===== src/rtl/ttt_pkg.sv =====
// Shared types and board-access helpers for the tic-tac-toe game controller.
// Square n (1..9) occupies board bits [19-2n:18-2n].
package ttt_pkg;

  localparam int BOARD_W = 18;

  typedef enum logic [1:0] {
    EMPTY = 2'b00,
    O     = 2'b01,
    X     = 2'b10
  } square_e;

  typedef enum logic [1:0] {
    NONE = 2'd0,
    XWIN = 2'd1,
    OWIN = 2'd2
  } result_e;

  typedef enum logic [2:0] {
    ASK   = 3'd0,
    CHKU  = 3'd1,
    EVALU = 3'd2,
    AIREQ = 3'd3,
    CHKA  = 3'd4,
    EVALA = 3'd5,
    DONE  = 3'd6
  } state_e;

  function automatic logic [4:0] sq_lsb(input logic [3:0] n);
    case (n)
      4'd1:    sq_lsb = 5'd16;
      4'd2:    sq_lsb = 5'd14;
      4'd3:    sq_lsb = 5'd12;
      4'd4:    sq_lsb = 5'd10;
      4'd5:    sq_lsb = 5'd8;
      4'd6:    sq_lsb = 5'd6;
      4'd7:    sq_lsb = 5'd4;
      4'd8:    sq_lsb = 5'd2;
      4'd9:    sq_lsb = 5'd0;
      default: sq_lsb = 5'd0;
    endcase
  endfunction

  function automatic logic [1:0] get_sq(input logic [BOARD_W-1:0] b, input logic [3:0] n);
    return 2'(b >> sq_lsb(n));
  endfunction

  function automatic logic [BOARD_W-1:0] set_sq(input logic [BOARD_W-1:0] b,
                                                input logic [3:0] n,
                                                input logic [1:0] v);
    logic [BOARD_W-1:0] mask;
    mask = BOARD_W'(2'b11) << sq_lsb(n);
    return (b & ~mask) | (BOARD_W'(v) << sq_lsb(n));
  endfunction

  // Codes outside 1..9 (e.g. a newline) are never legal.
  function automatic logic move_ok(input logic [BOARD_W-1:0] b, input logic [3:0] n);
    return (n >= 4'd1) && (n <= 4'd9) && (get_sq(b, n) == EMPTY);
  endfunction

  function automatic logic [3:0] first_empty(input logic [BOARD_W-1:0] b);
    logic [3:0] f;
    f = 4'd0;
    for (int n = 9; n >= 1; n--) begin
      if (get_sq(b, 4'(n)) == EMPTY) f = 4'(n);
    end
    return f;
  endfunction

endpackage


===== src/rtl/game_ctrl_if.sv =====
// Move/result handshake bundle between the game controller and its user/AI agents.
interface game_ctrl_if;
  logic [3:0]  i_move;
  logic        i_validmove_stb;
  logic        i_busy;
  logic [3:0]  i_aimove;
  logic        i_aimove_stb;
  logic        i_newgame;
  logic [17:0] o_board;
  logic [1:0]  o_result;
  logic        o_isdraw;
  logic        o_result_stb;
  logic        o_needinput;
  logic        o_aireq;
  logic        o_badmove_stb;

  modport master (
    output i_move, i_validmove_stb, i_busy, i_aimove, i_aimove_stb, i_newgame,
    input  o_board, o_result, o_isdraw, o_result_stb, o_needinput, o_aireq, o_badmove_stb
  );

  modport slave (
    input  i_move, i_validmove_stb, i_busy, i_aimove, i_aimove_stb, i_newgame,
    output o_board, o_result, o_isdraw, o_result_stb, o_needinput, o_aireq, o_badmove_stb
  );
endinterface


===== src/rtl/win_detect.sv =====
// Combinational board evaluation: three-in-a-row for X or O over the 8 lines,
// plus a full-board flag.
module win_detect
  import ttt_pkg::*;
(
  input  logic [BOARD_W-1:0] board_i,
  output logic               xwin_o,
  output logic               owin_o,
  output logic               full_o
);

  function automatic logic has_line(input logic [BOARD_W-1:0] b, input logic [1:0] c);
    logic [1:0] s [1:9];
    for (int n = 1; n <= 9; n++) s[n] = get_sq(b, 4'(n));
    return (s[1] == c && s[2] == c && s[3] == c) ||
           (s[4] == c && s[5] == c && s[6] == c) ||
           (s[7] == c && s[8] == c && s[9] == c) ||
           (s[1] == c && s[4] == c && s[7] == c) ||
           (s[2] == c && s[5] == c && s[8] == c) ||
           (s[3] == c && s[6] == c && s[9] == c) ||
           (s[1] == c && s[5] == c && s[9] == c) ||
           (s[3] == c && s[5] == c && s[7] == c);
  endfunction

  // Line and fullness evaluation of the current board
  always_comb begin
    xwin_o = has_line(board_i, X);
    owin_o = has_line(board_i, O);
    full_o = 1'b1;
    for (int n = 1; n <= 9; n++) begin
      full_o = full_o & (get_sq(board_i, 4'(n)) != EMPTY);
    end
  end

endmodule


===== src/rtl/game_ctrl.sv =====
// Tic-tac-toe game controller: user (O) moves first, FPGA (X) replies,
// board and result are held in registers and evaluated after each move.
module game_ctrl
  import ttt_pkg::*;
(
  input  logic        i_clk,
  input  logic        i_rst_n,
  game_ctrl_if.slave  bus
);

  state_e               state_q;
  logic [BOARD_W-1:0]   board_q;
  logic [3:0]           move_q;
  logic [3:0]           aimove_q;
  result_e              result_q;
  logic                 isdraw_q;
  logic                 result_stb_q;
  logic                 needinput_q;
  logic                 aireq_q;
  logic                 badmove_stb_q;

  logic                 xwin_s;
  logic                 owin_s;
  logic                 full_s;
  logic                 eval_end_d;
  logic                 eval_draw_d;
  result_e              eval_res_d;
  logic [3:0]           ai_sq_d;

  win_detect u_win (
    .board_i (board_q),
    .xwin_o  (xwin_s),
    .owin_o  (owin_s),
    .full_o  (full_s)
  );

  // Game outcome priority: O win, then X win, then draw; a line on the last square is a win
  always_comb begin
    if (owin_s) begin
      eval_end_d = 1'b1; eval_res_d = OWIN; eval_draw_d = 1'b0;
    end else if (xwin_s) begin
      eval_end_d = 1'b1; eval_res_d = XWIN; eval_draw_d = 1'b0;
    end else if (full_s) begin
      eval_end_d = 1'b1; eval_res_d = NONE; eval_draw_d = 1'b1;
    end else begin
      eval_end_d = 1'b0; eval_res_d = NONE; eval_draw_d = 1'b0;
    end
  end

  // FPGA square: its request if legal, otherwise the lowest empty square
  always_comb begin
    if (move_ok(board_q, aimove_q)) ai_sq_d = aimove_q;
    else                            ai_sq_d = first_empty(board_q);
  end

  // Game sequencer with registered board, result, strobes and requests
  always_ff @(posedge i_clk or negedge i_rst_n) begin
    if (!i_rst_n) begin
      state_q       <= ASK;
      board_q       <= '0;
      move_q        <= 4'd0;
      aimove_q      <= 4'd0;
      result_q      <= NONE;
      isdraw_q      <= 1'b0;
      result_stb_q  <= 1'b0;
      needinput_q   <= 1'b0;
      aireq_q       <= 1'b0;
      badmove_stb_q <= 1'b0;
    end else if (bus.i_newgame) begin
      state_q       <= ASK;
      board_q       <= '0;
      result_q      <= NONE;
      isdraw_q      <= 1'b0;
      result_stb_q  <= 1'b0;
      needinput_q   <= 1'b0;
      aireq_q       <= 1'b0;
      badmove_stb_q <= 1'b0;
    end else begin
      result_stb_q  <= 1'b0;
      needinput_q   <= 1'b0;
      aireq_q       <= 1'b0;
      badmove_stb_q <= 1'b0;
      case (state_q)
        ASK: begin
          if (bus.i_validmove_stb) begin
            move_q  <= bus.i_move;
            state_q <= CHKU;
          end else begin
            needinput_q <= !bus.i_busy;
          end
        end
        CHKU: begin
          if (move_ok(board_q, move_q)) begin
            board_q <= set_sq(board_q, move_q, O);
            state_q <= EVALU;
          end else begin
            badmove_stb_q <= 1'b1;
            needinput_q   <= !bus.i_busy;
            state_q       <= ASK;
          end
        end
        EVALU, EVALA: begin
          if (eval_end_d) begin
            result_q     <= eval_res_d;
            isdraw_q     <= eval_draw_d;
            result_stb_q <= 1'b1;
            state_q      <= DONE;
          end else if (state_q == EVALU) begin
            aireq_q <= 1'b1;
            state_q <= AIREQ;
          end else begin
            needinput_q <= !bus.i_busy;
            state_q     <= ASK;
          end
        end
        AIREQ: begin
          if (bus.i_aimove_stb) begin
            aimove_q <= bus.i_aimove;
            state_q  <= CHKA;
          end else begin
            aireq_q <= 1'b1;
          end
        end
        CHKA: begin
          // An empty square always exists here: a full board ends the game in EVALU
          if (ai_sq_d != 4'd0) board_q <= set_sq(board_q, ai_sq_d, X);
          state_q <= EVALA;
        end
        DONE: state_q <= DONE;
        default: state_q <= ASK;
      endcase
    end
  end

  assign bus.o_board       = board_q;
  assign bus.o_result      = result_q;
  assign bus.o_isdraw      = isdraw_q;
  assign bus.o_result_stb  = result_stb_q;
  assign bus.o_needinput   = needinput_q;
  assign bus.o_aireq       = aireq_q;
  assign bus.o_badmove_stb = badmove_stb_q;

endmodule


===== src/flat_wrapper.sv =====
// flat-port wrapper written by rule: the top's interface ports become plain ports
module game_ctrl_flat import ttt_pkg::*;
  (i_clk, i_rst_n, bus_i_move, bus_i_validmove_stb, bus_i_busy, bus_i_aimove, bus_i_aimove_stb, bus_i_newgame, bus_o_board, bus_o_result, bus_o_isdraw, bus_o_result_stb, bus_o_needinput, bus_o_aireq, bus_o_badmove_stb);
  game_ctrl_if bus_i ();
  input  logic i_clk;
  input  logic i_rst_n;
  input wire logic [$bits(bus_i.i_move)-1:0] bus_i_move;
  input wire logic [$bits(bus_i.i_validmove_stb)-1:0] bus_i_validmove_stb;
  input wire logic [$bits(bus_i.i_busy)-1:0] bus_i_busy;
  input wire logic [$bits(bus_i.i_aimove)-1:0] bus_i_aimove;
  input wire logic [$bits(bus_i.i_aimove_stb)-1:0] bus_i_aimove_stb;
  input wire logic [$bits(bus_i.i_newgame)-1:0] bus_i_newgame;
  output wire logic [$bits(bus_i.o_board)-1:0] bus_o_board;
  output wire logic [$bits(bus_i.o_result)-1:0] bus_o_result;
  output wire logic [$bits(bus_i.o_isdraw)-1:0] bus_o_isdraw;
  output wire logic [$bits(bus_i.o_result_stb)-1:0] bus_o_result_stb;
  output wire logic [$bits(bus_i.o_needinput)-1:0] bus_o_needinput;
  output wire logic [$bits(bus_i.o_aireq)-1:0] bus_o_aireq;
  output wire logic [$bits(bus_i.o_badmove_stb)-1:0] bus_o_badmove_stb;
  assign bus_i.i_move = bus_i_move;
  assign bus_i.i_validmove_stb = bus_i_validmove_stb;
  assign bus_i.i_busy = bus_i_busy;
  assign bus_i.i_aimove = bus_i_aimove;
  assign bus_i.i_aimove_stb = bus_i_aimove_stb;
  assign bus_i.i_newgame = bus_i_newgame;
  assign bus_o_board = bus_i.o_board;
  assign bus_o_result = bus_i.o_result;
  assign bus_o_isdraw = bus_i.o_isdraw;
  assign bus_o_result_stb = bus_i.o_result_stb;
  assign bus_o_needinput = bus_i.o_needinput;
  assign bus_o_aireq = bus_i.o_aireq;
  assign bus_o_badmove_stb = bus_i.o_badmove_stb;
  game_ctrl u_core (.i_clk(i_clk), .i_rst_n(i_rst_n), .bus(bus_i));
endmodule

===== config.mk =====
export PLATFORM = sky130hd
export DESIGN_NAME = game_ctrl_flat
export DESIGN_NICKNAME = d
export VERILOG_FILES = /design/src/rtl/ttt_pkg.sv /design/src/rtl/game_ctrl_if.sv /design/src/rtl/win_detect.sv /design/src/rtl/game_ctrl.sv /design/src/flat_wrapper.sv
export SDC_FILE = /design/constraint.sdc
export NUM_CORES = 1
export LEC_CHECK = 0
export ABC_AREA = 0
export BUFFER_PORTS_ARGS = -buffer_cell sky130_fd_sc_hd__buf_2
export CAP_MARGIN = 20
export CELL_PAD_IN_SITES_DETAIL_PLACEMENT = 1
export CELL_PAD_IN_SITES_GLOBAL_PLACEMENT = 1
export CORE_MARGIN = 3
export CORE_UTILIZATION = 45
export CTS_BUF_LIST = sky130_fd_sc_hd__clkbuf_4
export DETAILED_ROUTE_END_ITERATION = 6
export PLACE_DENSITY_LB_ADDON = 0.1
export RECOVER_POWER = 25
export SKIP_LAST_GASP = 1
export SYNTH_ARGS = -nofsm -noshare
export SYNTH_HDL_FRONTEND = slang
export SYNTH_HIERARCHICAL = 1
export SYNTH_SLANG_ARGS = --single-unit

===== constraint.sdc =====
create_clock -name i_clk -period 2.9 [get_ports i_clk]
set_input_delay 0.87 -clock i_clk [delete_from_list [all_inputs] [get_ports i_clk]]
set_output_delay 0.87 -clock i_clk [all_outputs]
set_load 0.03 [all_outputs]

### Word level (Yosys, flattened, before mapping)

Memories as Yosys holds them, arrays and structs flattened.
Index checks and enable logic that the tools add are counted.

| storage, ports and cells | value |
|---|---|
| register bits | 36 |
| bits in latches | 0 |
| RAM bits | 0 |
| memory bits (read-only) | 384 |
| output and inout bits | 25 |
| memories | 6 |

| operators by class | value |
|---|---|
| add/sub/neg operators | 0 |
| multipliers | 0 |
| div/mod/pow operators | 0 |
| order comparisons | 4 |
| equal/unequal tests | 28 |
| shifts and indexed selects | 15 |
| multiplexer cells | 74 |
| bitwise operators | 15 |
| reductions and logical operators | 82 |

Memories:

| memory | words | bits a word | read ports | clocked after memory_dff | wr ports | line | source |
|---|---|---|---|---|---|---|---|
| (name not given) | 16 | 4 | 1 | 0 | 0 | ttt_pkg.sv:30 | `case (n)` |
| (name not given) | 16 | 4 | 1 | 0 | 0 | ttt_pkg.sv:30 |  |
| (name not given) | 16 | 4 | 1 | 0 | 0 | ttt_pkg.sv:30 |  |
| (name not given) | 16 | 4 | 1 | 0 | 0 | ttt_pkg.sv:30 |  |
| (name not given) | 16 | 4 | 1 | 0 | 0 | ttt_pkg.sv:30 |  |
| (name not given) | 16 | 4 | 1 | 0 | 0 | ttt_pkg.sv:30 |  |

Operator list:

| cell | number |
|---|---|
| right shift 18 x 5 -> 2 bit | 11 |
| two-way mux 5 bit | 23 |
| two-way mux 18 bit | 3 |
| << shifter 2 x 5 -> 18 bit (first input constant) | 3 |
| two-way mux 4 bit | 10 |
| AND 18 bit | 2 |
| logical AND 1 bit | 36 |
| NOT 18 bit | 2 |
| bitwise OR 18 bit | 2 |
| one-hot mux 18 bit (2 select lines) | 1 |
| two-way mux 1 bit | 24 |
| zero test 2 bit | 11 |
| nonzero test 2 bit | 11 |
| equality test 2 x 1 -> 1 bit (second input constant) | 9 |
| equality test 2 bit (second input constant) | 9 |
| one-hot mux 3 bit (6 select lines) | 1 |
| << shifter 1 x 5 -> 18 bit (first input constant) | 1 |
| logical OR 1 bit | 14 |
| two-way mux 2 bit | 6 |
| two-way mux 3 bit | 4 |
| equality test 3 bit (second input constant) | 3 |
| AND reduction 3 bit | 3 |
| AND 1 bit | 8 |
| greater-or-equal comparator 4 x 1 -> 1 bit (second input constant) | 2 |
| 14 further kinds | 19 |

### Depth between registers and ports, before layout

An unclocked memory read counts as a cell.

| depth | value |
|---|---|
| depth in word-level cells | 28 |
| gate-level depth with buffers | 9 |
| depth with buffers taken out | 8 |

### By module

Netlist, hierarchy kept.

Modules (own cells, without submodules):

| module | instances | cells an instance | area each (µm²) |
|---|---|---|---|
| game_ctrl | 1 | 241 | 2229.6 |
| win_detect | 1 | 41 | 330.3 |

### Worst setup path after synthesis

OpenSTA, ideal clock, no wires.

| path | value |
|---|---|
| path type | register -> register |
| start point | reg u_core.board_q[6], in the netlist u_core/bus.o_board[6] |
| end point | reg u_core.board_q[3], in the netlist u_core/bus.o_board[3] |
| library setup time | 0.104 ns |
| data arrival time | 2.292 ns |
| required time | 2.796 ns |
| setup slack | 0.504 ns |
| cell stages (with the launch flop) | 7 |
| path buffers | 0 |
| cell sequence | dfrtp_1 nor2_1 a311oi_1 nor3_4 o311ai_4 mux2_4 o41ai_2 |

| between the ends | value |
|---|---|
| cells in the longest elaborated chain, start to end | 23 |
| elaborated cells on any way between the ends | 54 |
| those cells by class | 2 x eq/ne; 13 x shift; 19 x mux; 3 x bitwise; 15 x reduce/logical; 2 x memory |

Ends and longest elaborated chain:

| what | line | source |
|---|---|---|
| from (decl) | game_ctrl.sv:12 | `logic [BOARD_W-1:0] board_q;` |
| from (signal assigned) | game_ctrl.sv:94 | `board_q <= set_sq(board_q, move_q, O);` |
| from (signal assigned) | game_ctrl.sv:126 | `if (ai_sq_d != 4'd0) board_q <= set_sq(board_q, ai_sq_d, X);` |
| right shift 18 x 5 -> 2 bit | ttt_pkg.sv:45 | `return 2'(b >> sq_lsb(n));` |
| zero test 2 bit | ttt_pkg.sv:65 | `if (get_sq(b, 4'(n)) == EMPTY) f = 4'(n);` |
| two-way mux 4 bit (9 in series) | ttt_pkg.sv:65 |  |
| two-way mux 4 bit | game_ctrl.sv:52 | `if (move_ok(board_q, aimove_q)) ai_sq_d = aimove_q;` |
| memory read (16 x 4 bit) | -- |  |
| two-way mux 5 bit | game_ctrl.sv:126 |  |
| two-way mux 5 bit | game_ctrl.sv:83 | `case (state_q)` |
| two-way mux 5 bit | game_ctrl.sv:69 | `end else if (bus.i_newgame) begin` |
| << shifter 2 x 5 -> 18 bit | ttt_pkg.sv:52 | `mask = BOARD_W'(2'b11) << sq_lsb(n);` |
| NOT 18 bit | ttt_pkg.sv:53 | `return (b & ~mask) \| (BOARD_W'(v) << sq_lsb(n));` |
| AND 18 bit | ttt_pkg.sv:53 |  |
| bitwise OR 18 bit | ttt_pkg.sv:53 |  |
| two-way mux 18 bit | game_ctrl.sv:126 |  |
| one-hot mux 18 bit (2 select lines) | game_ctrl.sv:83 |  |
| two-way mux 18 bit | game_ctrl.sv:69 |  |

Parallel ways exist; a longest one is shown, timed or not. The select of a mux whose other input is x is not followed.
A chain may end at the register's enable or synchronous reset.

### Worst setup path in the final report

| path | value |
|---|---|
| start point | reg u_core.board_q[13], in the netlist u_core/bus.o_board[13] |
| end point | reg u_core.needinput_q, in the netlist u_core/bus.o_needinput |

| between the ends | value |
|---|---|
| elaborated cells on any way between the ends | 44 |
| those cells by class | 2 x eq/ne; 1 x shift; 7 x mux; 7 x bitwise; 27 x reduce/logical |

RTL lines:

| what | line | source |
|---|---|---|
| equality test 2 x 1 -> 1 bit * | win_detect.sv:15, win_detect.sv:20, win_detect.sv:22 |  |
| logical AND 1 bit | win_detect.sv:15 | `return (s[1] == c && s[2] == c && s[3] == c) \|\|` |
| logical OR 1 bit | win_detect.sv:15 |  |
| logical OR 1 bit | win_detect.sv:16 | `(s[4] == c && s[5] == c && s[6] == c) \|\|` |
| logical OR 1 bit | win_detect.sv:17 | `(s[7] == c && s[8] == c && s[9] == c) \|\|` |
| logical OR 1 bit | win_detect.sv:18 | `(s[1] == c && s[4] == c && s[7] == c) \|\|` |
| logical OR 1 bit | win_detect.sv:19 | `(s[2] == c && s[5] == c && s[8] == c) \|\|` |
| logical OR 1 bit | win_detect.sv:20 | `(s[3] == c && s[6] == c && s[9] == c) \|\|` |
| logical OR 1 bit * | win_detect.sv:21 | `(s[1] == c && s[5] == c && s[9] == c) \|\|` |
| via u_core.owin_s | game_ctrl.sv:23 | `logic owin_s;` |
| two-way mux 1 bit * | game_ctrl.sv:39 | `if (owin_s) begin` |
| two-way mux 1 bit * | game_ctrl.sv:103 | `if (eval_end_d) begin` |
| one-hot mux 1 bit (3 select lines) * | game_ctrl.sv:83 |  |
| two-way mux 1 bit * | game_ctrl.sv:69 |  |
| to (signal assigned) | game_ctrl.sv:89 | `needinput_q <= !bus.i_busy;` |
| to (signal assigned) | game_ctrl.sv:98 | `needinput_q <= !bus.i_busy;` |
| to (signal assigned) | game_ctrl.sv:112 | `needinput_q <= !bus.i_busy;` |
| to (decl) | game_ctrl.sv:18 | `logic needinput_q;` |

Mark *: on every way through the listed nets, which the timed path passes. The rest lies on a longest branch.

==> impl_metrics.yaml <==
cells_and_area:
  synthToLayoutAreaGrowth_pct: 11.49
  layout.nets: 329
  antenna_cells: 0
  fin_util_pct: 53.82
  design_area_um2: 2854
  drive_above_1_share_pct: 23.10
floorplan:
  die_x_um: 81.43
  ios: 39
  core_um2: 5303
  die_h_um: 81.43
  die_area_um2: 6630
  std_cell_rows: 26
  start_util_pct: 48.28
worst_setup_path:
  crit_fanout: 12
  slowest_stage: "dfrtp_1"
  cp-end-kind: "flop"
  path_cells: "and2b_2 > a22oi_1 > nand4_1 > or3_1 > nand2_1 > o311ai_1 > a2111oi_0"
  crit_path_max_incr_delay_ns: 0.61
  cp_data_required_time_ns: 3.11
  crit_arrival_ns: 2.84
  path_class: "reg2reg"
  cp-start-kind: "flop"
synthesis:
  synth_fp_nets: 296
  synth-seq-cells: 36
  syn_inst: 282
  yosysTopAreaCellShare_pct: 35.19
  synth_area_leader_cell: "dfrtp_1"
  synth-main-ff-cell: "dfrtp_1"
  synth.distinct_cells: 66
  synth-edff-count: 0
  synth.area.top_cells: "dfrtp_1 (35%), nor2_1 (4.7%), nor4bb_1 (4.3%)"
  ys_seq_area_share_pct: 35.19
  async_reset_ff_share_pct: 100.0
  yosys_warnings: 6
  syn_area_um2: 2560
  avgSynthCellArea_um2: 9.078
routing:
  routed_wl_um: 7872
  drcViolationCount: 0
  wl_per_cell_um: 20.39
  ant_nets: 0
  route.vias.total: 2469
  first_pass_iters: 4
  vias_per_cell: 6.396
  drt_iter0_drc: 156
placed_design:
  dpl.hpwl_um: 5680
  post_dp_cell_area_um2: 2775
  portBuffers: 38
  place_congestion: 0.8507
clocking:
  hold_buffers: 0
  cts_tree: "built"
  cts.path.max_buffers: 2
  clkTransAtPathRegs_ns: 0.11
  numCtsBuffers: 5
  cts_resized: 0
  htree_levels: 2
  cts.sinks: 36
  cts-root-buf: "clkbuf_4"
  cts_setup_buffers: 0
  clk_latency_ns: 0.34
status:
  violations: "max-capacitance violations, max-slew violations"
  status: "finished with violations"
global_routing:
  antenna_found_initial: 0
  grt_max_degree: 37
  grt_usage_pct: 26.33
  gr-total-overflow: 0
  grt_pass1_vias: 2484
  grt_first_pass_wirelength_um: 13270
sta:
  min_period_ns: 2.639
  worst_pin_slew_ns: 1.897
  setup_viol: 0
  fin_crit_sh_pct: 91.00
  skew_ns: 0.01080
  rsz0062_at_grt: "no"
  fin_setup_tns_ns: 0
  hold_slack_ns: 0.5434
  slew_headroom_pct: -26.48
  hold_viol: 0
  fmax_mhz: 378.9
  slew_violations: 37
job:
  cap_violations: 1
pwr:
  pwr_density_cell_nw_per_um2: 709.5
  vdd_ir_drop_max_mv: 0.3561
  total_power_uw: 2025
  p_leak_uw: 0.001171
min_path:
  hold_path_class: "reg2reg"
placed cells by master, fill, tap and decap left out, types with 6 or more instances in the layout:
| cell | instances |
|---|---|
| or3_1 | 6 |
| nor3_1 | 8 |
| nand3_1 | 6 |
| nor4bb_1 | 11 |
| nor2_1 | 32 |
| o21ai_0 | 14 |
| o2bb2ai_1 | 6 |
| mux2i_1 | 6 |
| a21oi_1 | 12 |
| inv_1 | 6 |
| clkbuf_4 | 6 |
| nand2_1 | 15 |
| dfrtp_1 | 36 |
| nor2b_1 | 10 |
| buf_2 | 37 |
sequential cells by signal, indices dropped and copies added (netlist names):
register and flops:
u_core/bus.o_aireq 1, u_core/bus.o_needinput 1, u_core/bus.o_isdraw 1, u_core/bus.o_result_stb 1, u_core/bus.o_badmove_stb 1, u_core/bus.o_result 2, u_core/state_q 3, u_core/move_q 4
u_core/bus.o_board 18, u_core/aimove_q 4
synth_stat cells (2+ instances only):
cell / number
o21ai_0: 14
a211oi_1: 2
nor3_2: 2
and2b_2: 2
nand2b_1: 4
o31ai_1: 2
nand2_1: 15
nand3_1: 6
mux2_2: 4
nor4bb_1: 11
clkbuf_1: 6
mux2_1: 4
or2_1: 4
a21oi_1: 12
nand4_1: 4
a22oi_1: 2
o21ai_1: 5
nor3_1: 8
buf_6: 3
dfrtp_1: 36
o2bb2ai_1: 6
o22ai_1: 5
a21o_1: 2
a31oi_1: 3
o32ai_1: 4
nor2_1: 32
buf_2: 5
mux2i_1: 6
nor4_1: 4
and2_1: 4
or3_1: 6
nand3b_1: 3
a32o_1: 4
a311oi_1: 2
inv_1: 6
nor2b_1: 10
and4bb_2: 5
power breakdown:
group,total (uW),internal (uW),switching (uW)
logic,911,376,535
registers,758,565,193
clock network,356,190,166
area by class of cell:
| type | instances | area, um^2 |
|---|---|---|
| repair buffers | 41 | 211.5 |
| well taps | 70 | 87.58 |
| flip-flops and latches | 36 | 900.9 |
| fillers | 643 | 2449 |
| clock buffers | 6 | 45.04 |
| multi-input cells | 224 | 1548 |
| inverters | 7 | 26.28 |
| clock inverters | 2 | 35.03 |
worst paths after layout:
check	startpoint	end	slack (ns)	cells past startpoint
min in group asynchronous	i_rst_n	u_core/move_q[0]	1.04	1
worst min-delay path	u_core/bus.o_result[0]	u_core/bus.o_result[0]	0.54	2
worst min register to register	u_core/bus.o_result[0]	u_core/bus.o_result[0]	0.54	2
max in group asynchronous	i_rst_n	u_core/bus.o_board[13]	0.77	1
worst max-delay path	u_core/bus.o_board[13]	u_core/bus.o_needinput	0.26	7
worst max register to register	u_core/bus.o_board[13]	u_core/bus.o_needinput	0.26	7
stage by stage:
stage	worst slack (ns)	std cells
2_1_floorplan	0.5040	282
3_3_place_gp	0.3588	378
3_5_place_dp	0.4265	378
4_1_cts	0.2890	386
5_1_grt	0.1015	386
6_report	0.2610	386
logic make-up (layout without fill, tap and decap cells):
kind of cell,Yosys count,in the layout,synth area share [%]
xor+xnor,2,2,0.6844
compound gates,82,82,23.71
buf+inv,22,56,4.349
simple gates,125,125,29.62
flops,36,36,35.19
mux,15,15,6.451
critical path, delay by kind of cell (launching register included):
kind	cells	cell delay, ns
AND/OR/NAND/NOR	4	1.17
AO/OA/AOI/OAI	3	0.73
flip-flops	1	0.61
metal layers:
metal | share of wire [%] | track usage (%) | wire (um)
met2 | 48 | 40.64 | 3754
met1 | 45 | 37.21 | 3556
met3 | 6.0 | 4.496 | 469
met5 | 0 | 0 | 0
met4 | 1.2 | 9.122 | 91
No activity file was read; power rests on OpenSTA's default activity.
